File: src/rtl/fpu_share_ctrl.sv
// Round-robin arbiter and sequencer that shares one fixed-latency fpu_simple add/sub unit
// between NUM_REQ requesters; results return on a held, per-requester valid/ready channel.
module fpu_share_ctrl #(
  parameter int NUM_REQ = 2,
  parameter int FPU_LAT = 1
) (
  input  logic                   clk,
  input  logic                   reset,
  input  logic [NUM_REQ-1:0]     req_valid,
  output logic [NUM_REQ-1:0]     req_ready,
  input  logic [32*NUM_REQ-1:0]  req_op_a,
  input  logic [32*NUM_REQ-1:0]  req_op_b,
  input  logic [NUM_REQ-1:0]     req_op_sel,
  output logic [NUM_REQ-1:0]     rsp_valid,
  input  logic [NUM_REQ-1:0]     rsp_ready,
  output logic [31:0]            rsp_data,
  output logic [3:0]             rsp_status,
  output logic [31:0]            fpu_op_a,
  output logic [31:0]            fpu_op_b,
  output logic                   fpu_op_sel,
  input  logic [31:0]            fpu_data,
  input  logic [3:0]             fpu_status,
  output logic                   busy,
  output logic [15:0]            ops_done,
  output logic [1:0]             dbg_state
);

  // Handshakes: a transfer happens at the rising edge where valid && ready; a requester
  // holds valid (and its payload) until that edge, and ready never depends on valid falling.

  localparam int IDW = $clog2(NUM_REQ);
  localparam logic [3:0] LAT_LAST = 4'(FPU_LAT);
  localparam logic [IDW-1:0] LAST_RST = IDW'(NUM_REQ - 1);

  typedef enum logic [1:0] {
    S_IDLE = 2'd0,
    S_WAIT = 2'd1,
    S_RESP = 2'd2
  } state_t;

  state_t            state_q, state_d;
  logic [3:0]        lat_cnt_q, lat_cnt_d;
  logic [IDW-1:0]    grant_q, grant_d;
  logic [IDW-1:0]    last_grant_q, last_grant_d;
  logic [31:0]       op_a_q, op_a_d;
  logic [31:0]       op_b_q, op_b_d;
  logic              op_sel_q, op_sel_d;
  logic [31:0]       rsp_data_q, rsp_data_d;
  logic [3:0]        rsp_status_q, rsp_status_d;
  logic [15:0]       ops_done_q, ops_done_d;

  logic              win_found;
  logic [IDW-1:0]    win_id;
  logic [IDW:0]      cand;
  logic [NUM_REQ-1:0] win_oh, grant_oh;
  logic [31:0]       win_a, win_b;
  logic              win_sel;

  // Search starts one past the last grant and wraps, giving round-robin fairness.
  always_comb begin
    win_found = 1'b0;
    win_id    = '0;
    cand      = '0;
    for (int k = 1; k <= NUM_REQ; k++) begin
      cand = {1'b0, last_grant_q} + (IDW+1)'(k);
      if (cand >= (IDW+1)'(NUM_REQ)) cand = cand - (IDW+1)'(NUM_REQ);
      for (int i = 0; i < NUM_REQ; i++) begin
        if (!win_found && req_valid[i] && (cand == (IDW+1)'(i))) begin
          win_found = 1'b1;
          win_id    = IDW'(i);
        end
      end
    end
  end

  always_comb begin
    win_oh   = '0;
    grant_oh = '0;
    win_a    = '0;
    win_b    = '0;
    win_sel  = 1'b0;
    for (int i = 0; i < NUM_REQ; i++) begin
      if (win_id == IDW'(i)) begin
        win_oh[i] = 1'b1;
        win_a     = req_op_a[32*i +: 32];
        win_b     = req_op_b[32*i +: 32];
        win_sel   = req_op_sel[i];
      end
      if (grant_q == IDW'(i)) grant_oh[i] = 1'b1;
    end
  end

  always_comb begin
    state_d      = state_q;
    lat_cnt_d    = lat_cnt_q;
    grant_d      = grant_q;
    last_grant_d = last_grant_q;
    op_a_d       = op_a_q;
    op_b_d       = op_b_q;
    op_sel_d     = op_sel_q;
    rsp_data_d   = rsp_data_q;
    rsp_status_d = rsp_status_q;
    ops_done_d   = ops_done_q;
    req_ready    = '0;
    rsp_valid    = '0;
    case (state_q)
      S_IDLE: begin
        // Ready is masked while reset is held so no request is accepted and then lost.
        if (win_found && !reset) begin
          req_ready    = win_oh;
          op_a_d       = win_a;
          op_b_d       = win_b;
          op_sel_d     = win_sel;
          grant_d      = win_id;
          last_grant_d = win_id;
          lat_cnt_d    = '0;
          state_d      = S_WAIT;
        end
      end
      S_WAIT: begin
        lat_cnt_d = lat_cnt_q + 4'd1;
        if (lat_cnt_q == LAT_LAST) begin
          rsp_data_d   = fpu_data;
          rsp_status_d = fpu_status;
          state_d      = S_RESP;
        end
      end
      S_RESP: begin
        rsp_valid = grant_oh;
        if (|(rsp_ready & grant_oh)) begin
          if (ops_done_q != 16'hFFFF) ops_done_d = ops_done_q + 16'd1;
          state_d = S_IDLE;
        end
      end
      default: state_d = S_IDLE;
    endcase
  end

  always_ff @(posedge clk) begin
    if (reset) begin
      state_q      <= S_IDLE;
      lat_cnt_q    <= '0;
      grant_q      <= '0;
      last_grant_q <= LAST_RST;
      op_a_q       <= '0;
      op_b_q       <= '0;
      op_sel_q     <= 1'b0;
      rsp_data_q   <= '0;
      rsp_status_q <= '0;
      ops_done_q   <= '0;
    end else begin
      state_q      <= state_d;
      lat_cnt_q    <= lat_cnt_d;
      grant_q      <= grant_d;
      last_grant_q <= last_grant_d;
      op_a_q       <= op_a_d;
      op_b_q       <= op_b_d;
      op_sel_q     <= op_sel_d;
      rsp_data_q   <= rsp_data_d;
      rsp_status_q <= rsp_status_d;
      ops_done_q   <= ops_done_d;
    end
  end

  assign fpu_op_a   = op_a_q;
  assign fpu_op_b   = op_b_q;
  assign fpu_op_sel = op_sel_q;
  assign rsp_data   = rsp_data_q;
  assign rsp_status = rsp_status_q;
  assign busy       = (state_q != S_IDLE);
  assign ops_done   = ops_done_q;
  assign dbg_state  = state_q;

endmodule

File: config.mk
export PLATFORM = sky130hd
export DESIGN_NAME = fpu_share_ctrl
export DESIGN_NICKNAME = d
export VERILOG_FILES = /design/src/rtl/fpu_share_ctrl.sv
export SDC_FILE = /design/constraint.sdc
export NUM_CORES = 1
export LEC_CHECK = 0
export BUFFER_PORTS_ARGS = -buffer_cell sky130_fd_sc_hd__buf_2
export CORE_AREA = 3 3 114 116
export DETAILED_ROUTE_END_ITERATION = 10
export DIE_AREA = 0 0 117 119
export PLACE_DENSITY = 0.83
export SLEW_MARGIN = 15
export SYNTH_ARGS = -nofsm -noshare
export SYNTH_HDL_FRONTEND = slang
export SYNTH_SLANG_ARGS = --single-unit
File: constraint.sdc
create_clock -name clk -period 3.32 [get_ports clk]
set_clock_uncertainty 0.2 [all_clocks]
set_input_delay 0.498 -clock clk [delete_from_list [all_inputs] [get_ports clk]]
set_output_delay 0.498 -clock clk [all_outputs]
set_load 0.05 [all_outputs]
Yosys cells after proc, flatten, opt, wreduce, memory -nomap -nowiden
Index checks and enable logic that the tools add are counted.

Flip-flop bits (word level): 125. Bits of input ports: 172. Output and inout port bits: 124. Word-level logic and storage cells: 76.

Add/subtract/negate cells: 6. Magnitude comparators: 2. Eq/ne operators: 9. Mux-type cells: 25. Bitwise logic cells: 1. Reductions and logical operators: 23.

Operator list (number): 32-bit 2-to-1 mux (2); 16-bit by 1-bit adder with 16-bit output, second input constant (1); 2-bit 2-to-1 mux (8); 16-bit inequality test, second input constant (1); 1-bit 2-to-1 mux (12); 1-bit logical AND (8); 4-bit one-hot mux with 2 select lines (1); 2-bit by 1-bit equality test with 1-bit output, second input constant (3); 2-bit zero test (3); 2-bit inequality test, second input constant (3); 2-bit one-hot mux with 3 select lines (1); 2-bit AND reduction (3); 3-bit AND reduction (2); 4-bit by 1-bit adder with 4-bit output, second input constant (1); 4-bit by 1-bit equality test with 1-bit output, second input constant (1); 2-bit greater-or-equal comparator, second input constant (2); 1-bit zero test (4); 4-bit 2-to-1 mux (1); 2-bit nonzero test (2); 2-bit subtractor, second input constant (2); 1-bit by 1-bit adder with 2-bit output, second input constant (1); 1-bit by 2-bit adder with 2-bit output, second input constant (1); 2-bit AND (1); 2-bit equality test, second input constant (1); 2-bit OR reduction (1).

Logic depth before layout (Yosys ltp)
Gate-level depths: netlist of the first run.

Word-level depth: 21. Depth in mapped cells: 8. Depth with buffers taken out: 6.

Worst setup path after synthesis of the first run
Ideal clock, no wire load.

Path kind: reg2out. Start point: reg state_q[1] (netlist: dbg_state[1]). End point: out req_ready[0]. Arrival time: 2233 ps. Required time: 2622 ps. Path slack: 389 ps. Stages on the path, launching flop included: 5. Path buffers: 1. Cell sequence: dfxtp_1 or2_1 or3_1 clkbuf_1 nor2_1.

Word-level cells in the longest chain between the ends: 2.

RTL lines: start, declared (RTL line 41) `state_t state_q, state_d;`; start signal, assigned (RTL line 152) `state_q <= state_d;`; 2-bit zero test (RTL line 106) `case (state_q)`; 2-bit 2-to-1 mux (RTL line 106); end, declared (RTL line 10) `output logic [NUM_REQ-1:0] req_ready,`.

No other way between the ends.

Worst setup path after layout of the first run
Same ends and word-level chain as after synthesis.

==> impl_metrics.json, run 1 <==
{
  "netlist_top_cells_count": "125 x dfxtp_1, 80 x nand2_1, 72 x nor2_1, 65 x mux2i_1, 55 x a21oi_1",
  "post_synth_main_area_contributors": "dfxtp_1 46%, mux2i_1 12%, a211oi_1 6.2%, nand2_1 5.5%, a21oi_1 5.1%",
  "drt_drc_violations_left": 0,
  "crit_path_end_kind": "output pin",
  "post_synthesis_net_count": 765,
  "cts_inserted_buffers": 17,
  "antenna_found_initial": 2,
  "synth-main-ff-cell": "dfxtp_1",
  "cts.path.max_buffers": 2,
  "globalRoute.totalOverflow": 0,
  "grt_max_degree": 132,
  "timing.final.setup_violations": 0,
  "synth.top_cell.area_share": 0.462,
  "cts-root-buf": "clkbuf_16",
  "gr_util_all_layers": 0.221,
  "run_status": "finished, final reports clean",
  "grt_pass1_vias": 5079,
  "routed_wl_mm": 15.8,
  "min-delay-start": "fpu_data[23]",
  "slew_headroom": 0.458,
  "timing.max_cap.violations": 0,
  "numPortBuffers": 295,
  "drt_first_pass_iters": 4,
  "yosys_warnings": 0,
  "grt_first_pass_wirelength_mm": 24.1,
  "start_util": 0.451,
  "irDropWorstVdd_mv": 0.438,
  "synth.largest_area_cell": "dfxtp_1",
  "post_cts_resized": 0,
  "final_non_filler_cell_total": 1027,
  "setup.worst_path.start_class": "flop",
  "clkLatencyLatePin_ns": 0.40,
  "slack_of_the_worst_reg_to_reg_path_ns": 0.97,
  "yosys.cell_types.count": 42,
  "timing.final.hold_violations": 0,
  "floorplan.rows": 40,
  "p_leak_nw": 3.42,
  "layout.nets": 1040,
  "drive_gt1_frac": 0.413,
  "synth-seq-cells": 125,
  "fp.dieW_um": 117,
  "via_per_inst": 5.18,
  "endpoint": "req_ready[0]",
  "post_synth_instance_area_um2": 5410,
  "floorplan.die_area_um2": 13900,
  "place_hpwl_mm": 11.5,
  "post_drt_wl_per_cell_um": 15.4,
  "grt_setup_unrepaired": "false",
  "postSynthCellCount": 590,
  "r2r-end": "ops_done[15]",
  "postCtsSetupRepairBufs": 0,
  "fin_setup_tns_ns": 0,
  "cell_count_post_placement": 993,
  "mapped_avg_cell_area_um2": 9.17,
  "r2r.worst_path.cells": 5,
  "required_ns": 2.62,
  "fmaxAchievable_mhz": 378,
  "ioPinCount": 296,
  "pwr_density_cell_nw_per_um2": 639,
  "post-route-period-util": 0.797,
  "holdBufCountCts": 0,
  "die-height_um": 119,
  "whs_ns": 0.129,
  "synth_edf_count": 0,
  "cts_tree": "yes",
  "detail-route-antenna-nets": 0,
  "synth-seq-area-share": 0.462,
  "fp.coreArea_um2": 12000,
  "route.vias.total": 5316,
  "dr.first_iter.drc_count": 346,
  "critPathArrivalTime_ns": 1.95,
  "finalMaxSlewViolations": 0,
  "worst_setup_hold_path_clk_slew_ns": 0.05,
  "yosysMostFrequentCell": "dfxtp_1",
  "critPathMaxFanout": 7,
  "cts.htree.levels": 4,
  "critical_path.reg2reg.startpoint": "ops_done[0]",
  "clock_sinks": 125,
  "timing.critical_path.from": "dbg_state[1]",
  "area.growth.synth_to_final_pct": 38.9,
  "async_reset_ff_frac": 0,
  "path_class": "reg2out",
  "post-route-min-period_ns": 2.65,
  "worst_slew_pin_slew_ns": 0.807,
  "routabilityCongestion": 0.839,
  "worst_hold_path_type": "in2reg",
  "power_w": 0.00480
}
## area by class of cell
cell class                      count  area, um^2
Antenna cell                        2        5.00
Fill cell                        1035        4490
Multi-Input combinational cell    415        2680
Sequential cell                   125        2500
Timing Repair Buffer              301        1550
Clock inverter                     12         120
Tap cell                          147         184
Inverter                            5        18.8
Clock buffer                       20         457
## routing by layer
| layer | track usage | routed length, um |
|---|---|---|
| met4 | 0.0882 | 258 |
| met2 | 0.378 | 8250 |
| met5 | 0 | 0 |
| met1 | 0.243 | 6170 |
| met3 | 0.0843 | 1130 |
## metrics by stage
stage / instance area (um^2) / utilization / setup WS [ns]
after floorplan: 5410 / - / 0.389
after global placement: 6940 / 0.578 / 0.871
after detailed placement: 6940 / 0.578 / 0.838
after CTS: 7510 / 0.626 / 0.658
after global routing: 7520 / 0.626 / 0.560
final: 7520 / 0.626 / 0.674
## flip-flops by register name, summed over array words and instances (netlist names), 2 cells and up
register    count
fpu_op_a       32
fpu_op_b       32
rsp_data       32
ops_done       16
lat_cnt_q       4
rsp_status      4
dbg_state       2
## critical path, stage by stage (launching register included)
cell,delay [ns]
dfxtp_1,0.36
or2_1,0.30
or3_1,0.49
nor2_1,0.13
buf_2,0.27
## cells in the final DEF, fill, tap and decap left out, drive strengths merged, types with 2 or more instances in the layout
| cell | netlist | routed |
|---|---|---|
| nand3 | 9 | 9 |
| nor2 | 72 | 72 |
| o31ai | 12 | 12 |
| o21ai | 4 | 4 |
| a21oi | 55 | 55 |
| nor2b | 2 | 2 |
| buf | 27 | 301 |
| a211oi | 65 | 65 |
| or3 | 5 | 5 |
| inv | 5 | 5 |
| nand4 | 6 | 6 |
| nand2 | 81 | 81 |
| or2 | 2 | 2 |
| nor4 | 2 | 2 |
| dfxtp | 125 | 125 |
| clkinvlp | 0 | 4 |
| and2 | 2 | 2 |
| nand2b | 2 | 2 |
| mux2i | 65 | 65 |
| nor3 | 4 | 4 |
| bufinv | 0 | 2 |
| mux2 | 2 | 2 |
| and4 | 3 | 3 |
| ha | 3 | 3 |
| or4 | 10 | 10 |
| clkbuf | 18 | 20 |
| diode | 0 | 2 |
| clkinv | 0 | 6 |
## report_power, final
group,internal (W),switching [W]
logic,0.000366,0.000921
clock network,0.00113,0.000653
registers,0.00165,0.0000811
## logic make-up after synthesis
group	count (synthesis)	synth area share
mux	67	0.125
compound gates	139	0.185
simple gates	205	0.175
buf+inv	50	0.0444
xor+xnor	1	0.00162
flops	125	0.462
fa+ha+maj	3	0.00694
## worst min path at each step
stage | end | slack, ns | cells past startpoint
detailed placement | rsp_data[7] | 0.24 | 2
finish | rsp_data[23] | 0.13 | 3
CTS | rsp_data[7] | 0.10 | 3
global placement | rsp_data[7] | 0.24 | 2
floorplan | lat_cnt_q[3] | 0.25 | 2
global route | rsp_data[23] | 0.11 | 3
Note: power is estimated with default switching activity, not from simulation.
==> run 2, diff against run 1 <==
Settings changed: CORE_AREA 3 3 114 116 to unset, CORE_MARGIN set to 3, CORE_UTILIZATION set to 45, DIE_AREA 0 0 117 119 to unset, PLACE_DENSITY 0.83 to 0.84.
Clock period 3.32 ns to 2.65 ns, I/O delays scaled along.
==> impl_metrics.json, run 2 (synthesized netlist as in run 1, its figures left out) <==
{
  "run_status": "finished, final reports clean",
  "min_delay_worst_endpoint": "rsp_data[19]",
  "worst_setup_hold_path_clk_slew_ns": 0.06,
  "start_util": 0.468,
  "area.growth.synth_to_final_pct": 38.5,
  "path_class": "reg2out",
  "detail-route-antenna-nets": 0,
  "use_met2": 0.384,
  "drt_first_pass_iters": 4,
  "grt_util_met1": 0.253,
  "critical_path.cell_chain": "or2_1 > or3_1 > nor2_2 > buf_2",
  "grt_setup_unrepaired": "false",
  "routed_wl_mm": 15.7,
  "routabilityCongestion": 0.808,
  "critPathMaxFanout": 8,
  "route.vias.total": 5320,
  "grt_first_pass_wirelength_mm": 23.6,
  "layout.area.seq_um2": 2500,
  "globalRouteMet3Util": 0.0846,
  "final_common_cell": "buf_2",
  "power_w": 0.00587,
  "min_setup_slack_post_route_ns": 0.110,
  "pwr_density_cell_nw_per_um2": 782,
  "gr_util_all_layers": 0.225,
  "post_cts_resized": 0,
  "fmaxAchievable_mhz": 394,
  "dr.first_iter.drc_count": 419,
  "floorplan.die_area_um2": 13400,
  "antenna_found_initial": 0,
  "drive_gt1_frac": 0.415,
  "clkLatencyLatePin_ns": 0.41,
  "die-height_um": 116,
  "commonest_cells_after_routing_fill_and_taps_aside": "294 x buf_2, 125 x dfxtp_1, 80 x nand2_1, 71 x nor2_1, 65 x mux2i_1",
  "timing.final.setup_violations": 0,
  "fin_setup_tns_ns": 0,
  "critPathArrivalTime_ns": 1.94,
  "timing.final.hold_violations": 0,
  "timing.hold.worst_path_depth": 3,
  "critical_path.reg2reg.startpoint": "dbg_state[0]",
  "layout.nets": 1044,
  "globalRoute.totalOverflow": 0,
  "fp.coreArea_um2": 11600,
  "ioPinCount": 296,
  "drt_drc_violations_left": 0,
  "worst_hold_path_type": "in2reg",
  "timing.max_cap.violations": 0,
  "irDropWorstVdd_mv": 0.765,
  "holdBufCountCts": 0,
  "critical_path.max_stage_delay_ns": 0.49,
  "r2r.worst_path.cells": 5,
  "fp.dieW_um": 116,
  "slew_headroom": 0.473,
  "p_leak_nw": 3.43,
  "grt_max_degree": 132,
  "cts.htree.levels": 4,
  "minimum_setup_slack_after_placement_ns": 0.539,
  "cts.path.max_buffers": 2,
  "slack_of_the_worst_reg_to_reg_path_ns": 0.52,
  "grt_pass1_vias": 4901,
  "busiest_metal_layer_after_global_routing": "met2",
  "clock_sinks": 125,
  "post-route-period-util": 0.959,
  "postCtsSetupRepairBufs": 0,
  "post-route-min-period_ns": 2.54,
  "cts_tree": "yes",
  "via_per_inst": 5.19,
  "cts_inserted_buffers": 17,
  "place_hpwl_mm": 11.5,
  "post_drt_wl_per_cell_um": 15.3,
  "numPortBuffers": 295,
  "floorplan.rows": 39,
  "finalMaxSlewViolations": 0,
  "multi_input_comb_area_um2": 2690,
  "worst_slew_pin_slew_ns": 0.790,
  "required_ns": 2.05,
  "setup.worst_path.start_class": "flop",
  "insertedDiodeCount": 0,
  "fillCellCount": 974,
  "min-delay-start": "fpu_data[19]",
  "timing.critical_path.from": "dbg_state[0]",
  "critPathSlowestCell": "or3_1",
  "r2r-end": "fpu_op_sel",
  "cts-root-buf": "clkbuf_16",
  "crit_path_end_kind": "output pin"
}
-- run 2: routing by layer --
metal	vias up	share of wire
li1	2664	-
met1	2424	0.38
met2	203	0.51
met3	29	0.085
met4	0	0.025
met5	-	0
-- run 2: cell type report --
type                            count  area share
Tap cell                          143      0.0239
Multi-Input combinational cell    415       0.358
Clock inverter                      8     0.00534
Inverter                            5     0.00250
Timing Repair Buffer              305       0.211
Sequential cell                   125       0.334
Clock buffer                       24      0.0656
-- run 2: where the power goes --
part / leakage (nW) / switching, W / internal, W
Sequential: 1.02 / 0.000101 / 0.00207
Combinational: 2.14 / 0.00116 / 0.000463
Clock: 0.273 / 0.000797 / 0.00128
-- run 2: how the worst max path moves through the flow --
stage / endpoint / slack (ns) / depth (start not counted)
after floorplan: req_ready[0] / 0.04 / 4
after global placement: req_ready[0] / 0.59 / 4
after detailed placement: req_ready[0] / 0.54 / 4
after CTS: req_ready[0] / 0.1 / 4
after global routing: req_ready[0] / 0.02 / 4
final: req_ready[0] / 0.11 / 4
-- run 2: critical path: cells and delay by family (launching register included) --
family | cells | cell delay (ns)
buffers and inverters | 1 | 0.28
DFF | 1 | 0.36
and+or+nand+nor | 3 | 0.90
-- run 2: per-stage QoR --
| step | cells | hold WS (ns) | instance area, um^2 | util |
|---|---|---|---|---|
| 3_5_place_dp | 993 | 0.243 | 6970 | 0.602 |
| 3_3_place_gp | 993 | 0.239 | 6970 | 0.602 |
| 6_report | 1025 | 0.0179 | 7500 | 0.648 |
| 4_1_cts | 1025 | 0.00492 | 7500 | 0.648 |
| 5_1_grt | 1025 | 0.00636 | 7500 | 0.648 |
| 2_1_floorplan | 590 | 0.252 | 5420 | - |
==> run 3, diff against run 2 <==
Settings changed: CAP_MARGIN set to 40, CORE_AREA set to 3 3 114 116, CORE_MARGIN 3 to unset, CORE_UTILIZATION 45 to unset, DIE_AREA set to 0 0 117 119, PLACE_DENSITY 0.84 to 0.83, SKIP_CTS_REPAIR_TIMING set to 1.
Clock period 2.65 ns to 3.07 ns, I/O delays scaled along.
==> impl_metrics.json, run 3 (synthesized netlist as in run 1, its figures left out) <==
{
  "floorplan.rows": 40,
  "worst_setup_hold_path_clk_slew_ns": 0.06,
  "setup.worst_path.start_class": "flop",
  "fp.dieW_um": 117,
  "endpoint": "req_ready[0]",
  "crit_path_end_kind": "output pin",
  "grt_max_degree": 132,
  "drt_drc_violations_left": 0,
  "pwr_density_cell_nw_per_um2": 694,
  "timing.final.setup_violations": 0,
  "irDropWorstVdd_mv": 0.518,
  "critPathMaxFanout": 7,
  "critical_path.max_stage_delay_ns": 0.48,
  "r2r-end": "ops_done[6]",
  "slew_headroom": 0.564,
  "die-height_um": 119,
  "routed_wl_mm": 16.3,
  "critPathArrivalTime_ns": 1.99,
  "commonest_cells_after_routing_fill_and_taps_aside": "294 x buf_2, 125 x dfxtp_1, 80 x nand2_1, 72 x nor2_1, 65 x mux2i_1",
  "worst_slew_pin_slew_ns": 0.650,
  "timing.hold.worst_path_depth": 3,
  "area.growth.synth_to_final_pct": 39.7,
  "crit_family": "simple AND/OR/NAND/NOR gates",
  "cts-root-buf": "clkbuf_16",
  "dr.first_iter.drc_count": 495,
  "gr_util_all_layers": 0.232,
  "r2r.worst_path.cells": 6,
  "detail-route-antenna-nets": 0,
  "run_status": "finished, final reports clean",
  "critPathSlowestCell": "or3_1",
  "min_setup_slack_post_route_ns": 0.420,
  "fin_setup_tns_ns": 0,
  "cts_inserted_buffers": 17,
  "timing.max_cap.violations": 0,
  "post-route-period-util": 0.863,
  "cts.path.max_buffers": 2,
  "worst_hold_path_type": "in2reg",
  "globalRoute.totalOverflow": 0,
  "minimum_setup_slack_after_placement_ns": 0.694,
  "fp.coreArea_um2": 12000,
  "clock_sinks": 125,
  "ioPinCount": 296,
  "grt_pass1_vias": 5247,
  "grt_setup_unrepaired": "false",
  "wp_buf_inv": 1,
  "post_drt_wl_per_cell_um": 15.9,
  "layout.nets": 1041,
  "floorplan.die_area_um2": 13900,
  "numPortBuffers": 295,
  "path_class": "reg2out",
  "finalMaxSlewViolations": 0,
  "power_w": 0.00525,
  "fmaxAchievable_mhz": 377,
  "final_common_cell": "buf_2",
  "clkLatencyLatePin_ns": 0.40,
  "p_leak_nw": 3.45,
  "critical_path.reg2reg.startpoint": "ops_done[0]",
  "post_route_utilization": 0.629,
  "route.vias.total": 5423,
  "critical_path.cell_chain": "or2_1 > or3_1 > nor2_1 > buf_2",
  "post-route-min-period_ns": 2.65,
  "grt_first_pass_wirelength_mm": 25.2,
  "start_util": 0.451,
  "required_ns": 2.41,
  "cts.htree.levels": 4,
  "timing.critical_path.from": "dbg_state[1]",
  "timing.final.hold_violations": 0,
  "place_hpwl_mm": 11.8,
  "routabilityCongestion": 0.821,
  "slack_of_the_worst_reg_to_reg_path_ns": 0.81,
  "antenna_found_initial": 3,
  "drive_gt1_frac": 0.412,
  "worst-path-stages": 4,
  "cts_tree": "yes",
  "drt_first_pass_iters": 4,
  "via_per_inst": 5.28
}
==> run 3: worst register-to-register path, delay by kind of cell (launching register included) <==
family,cells,cell delay (ns)
DFF,1,0.41
buffers and inverters,1,0.26
adders and majority gates,1,0.23
AOI/OAI and AO/OA,1,0.06
and+or+nand+nor,3,0.96
==> run 3: through the flow <==
stage                     area [um^2]  hold WS (ns)  std cells
after CTS                        7550        0.0633       1025
after global routing             7560        0.0631       1028
after global placement           6940         0.239        993
after floorplan                  5410         0.252        590
after detailed placement         6970         0.243        994
final                            7560        0.0880       1028
==> run 3: layout make-up <==
type | instances | area, um^2
fill | 1017 | 4450
multi-input combinational | 415 | 2680
sequential | 125 | 2500
timing repair buffer | 302 | 1580
clock buffer | 24 | 502
tap | 147 | 184
clock inverter | 7 | 85.1
inverter | 5 | 18.8
antenna | 3 | 7.51
==> run 3: per-layer routing <==
metal  vias to the layer above  global-route usage  part of all wire  wire [um]
li1                       2671                   -                 -          -
met1                      2523               0.242              0.37       6110
met2                       200               0.402              0.53       8610
met3                        29              0.0894             0.075       1230
met4                         0               0.108             0.022        365
met5                         -                   0                 0          0
==> run 3: how the worst min path moves through the flow <==
stage / slack, ns / startpoint / endpoint
floorplan: 0.25 / lat_cnt_q[3] / lat_cnt_q[3]
global placement: 0.24 / rsp_data[2] / rsp_data[2]
detailed placement: 0.24 / rsp_data[25] / rsp_data[25]
CTS: 0.06 / fpu_data[2] / rsp_data[2]
global route: 0.06 / fpu_data[2] / rsp_data[2]
finish: 0.09 / fpu_data[22] / rsp_data[22]
==> run 3: power by group <==
| group | internal, W | switching [W] | leakage [nW] |
|---|---|---|---|
| registers | 0.00178 | 0.0000853 | 1.02 |
| logic | 0.000399 | 0.00100 | 2.13 |
| clock network | 0.00129 | 0.000684 | 0.296 |
| total | 0.00347 | 0.00177 | 3.45 |
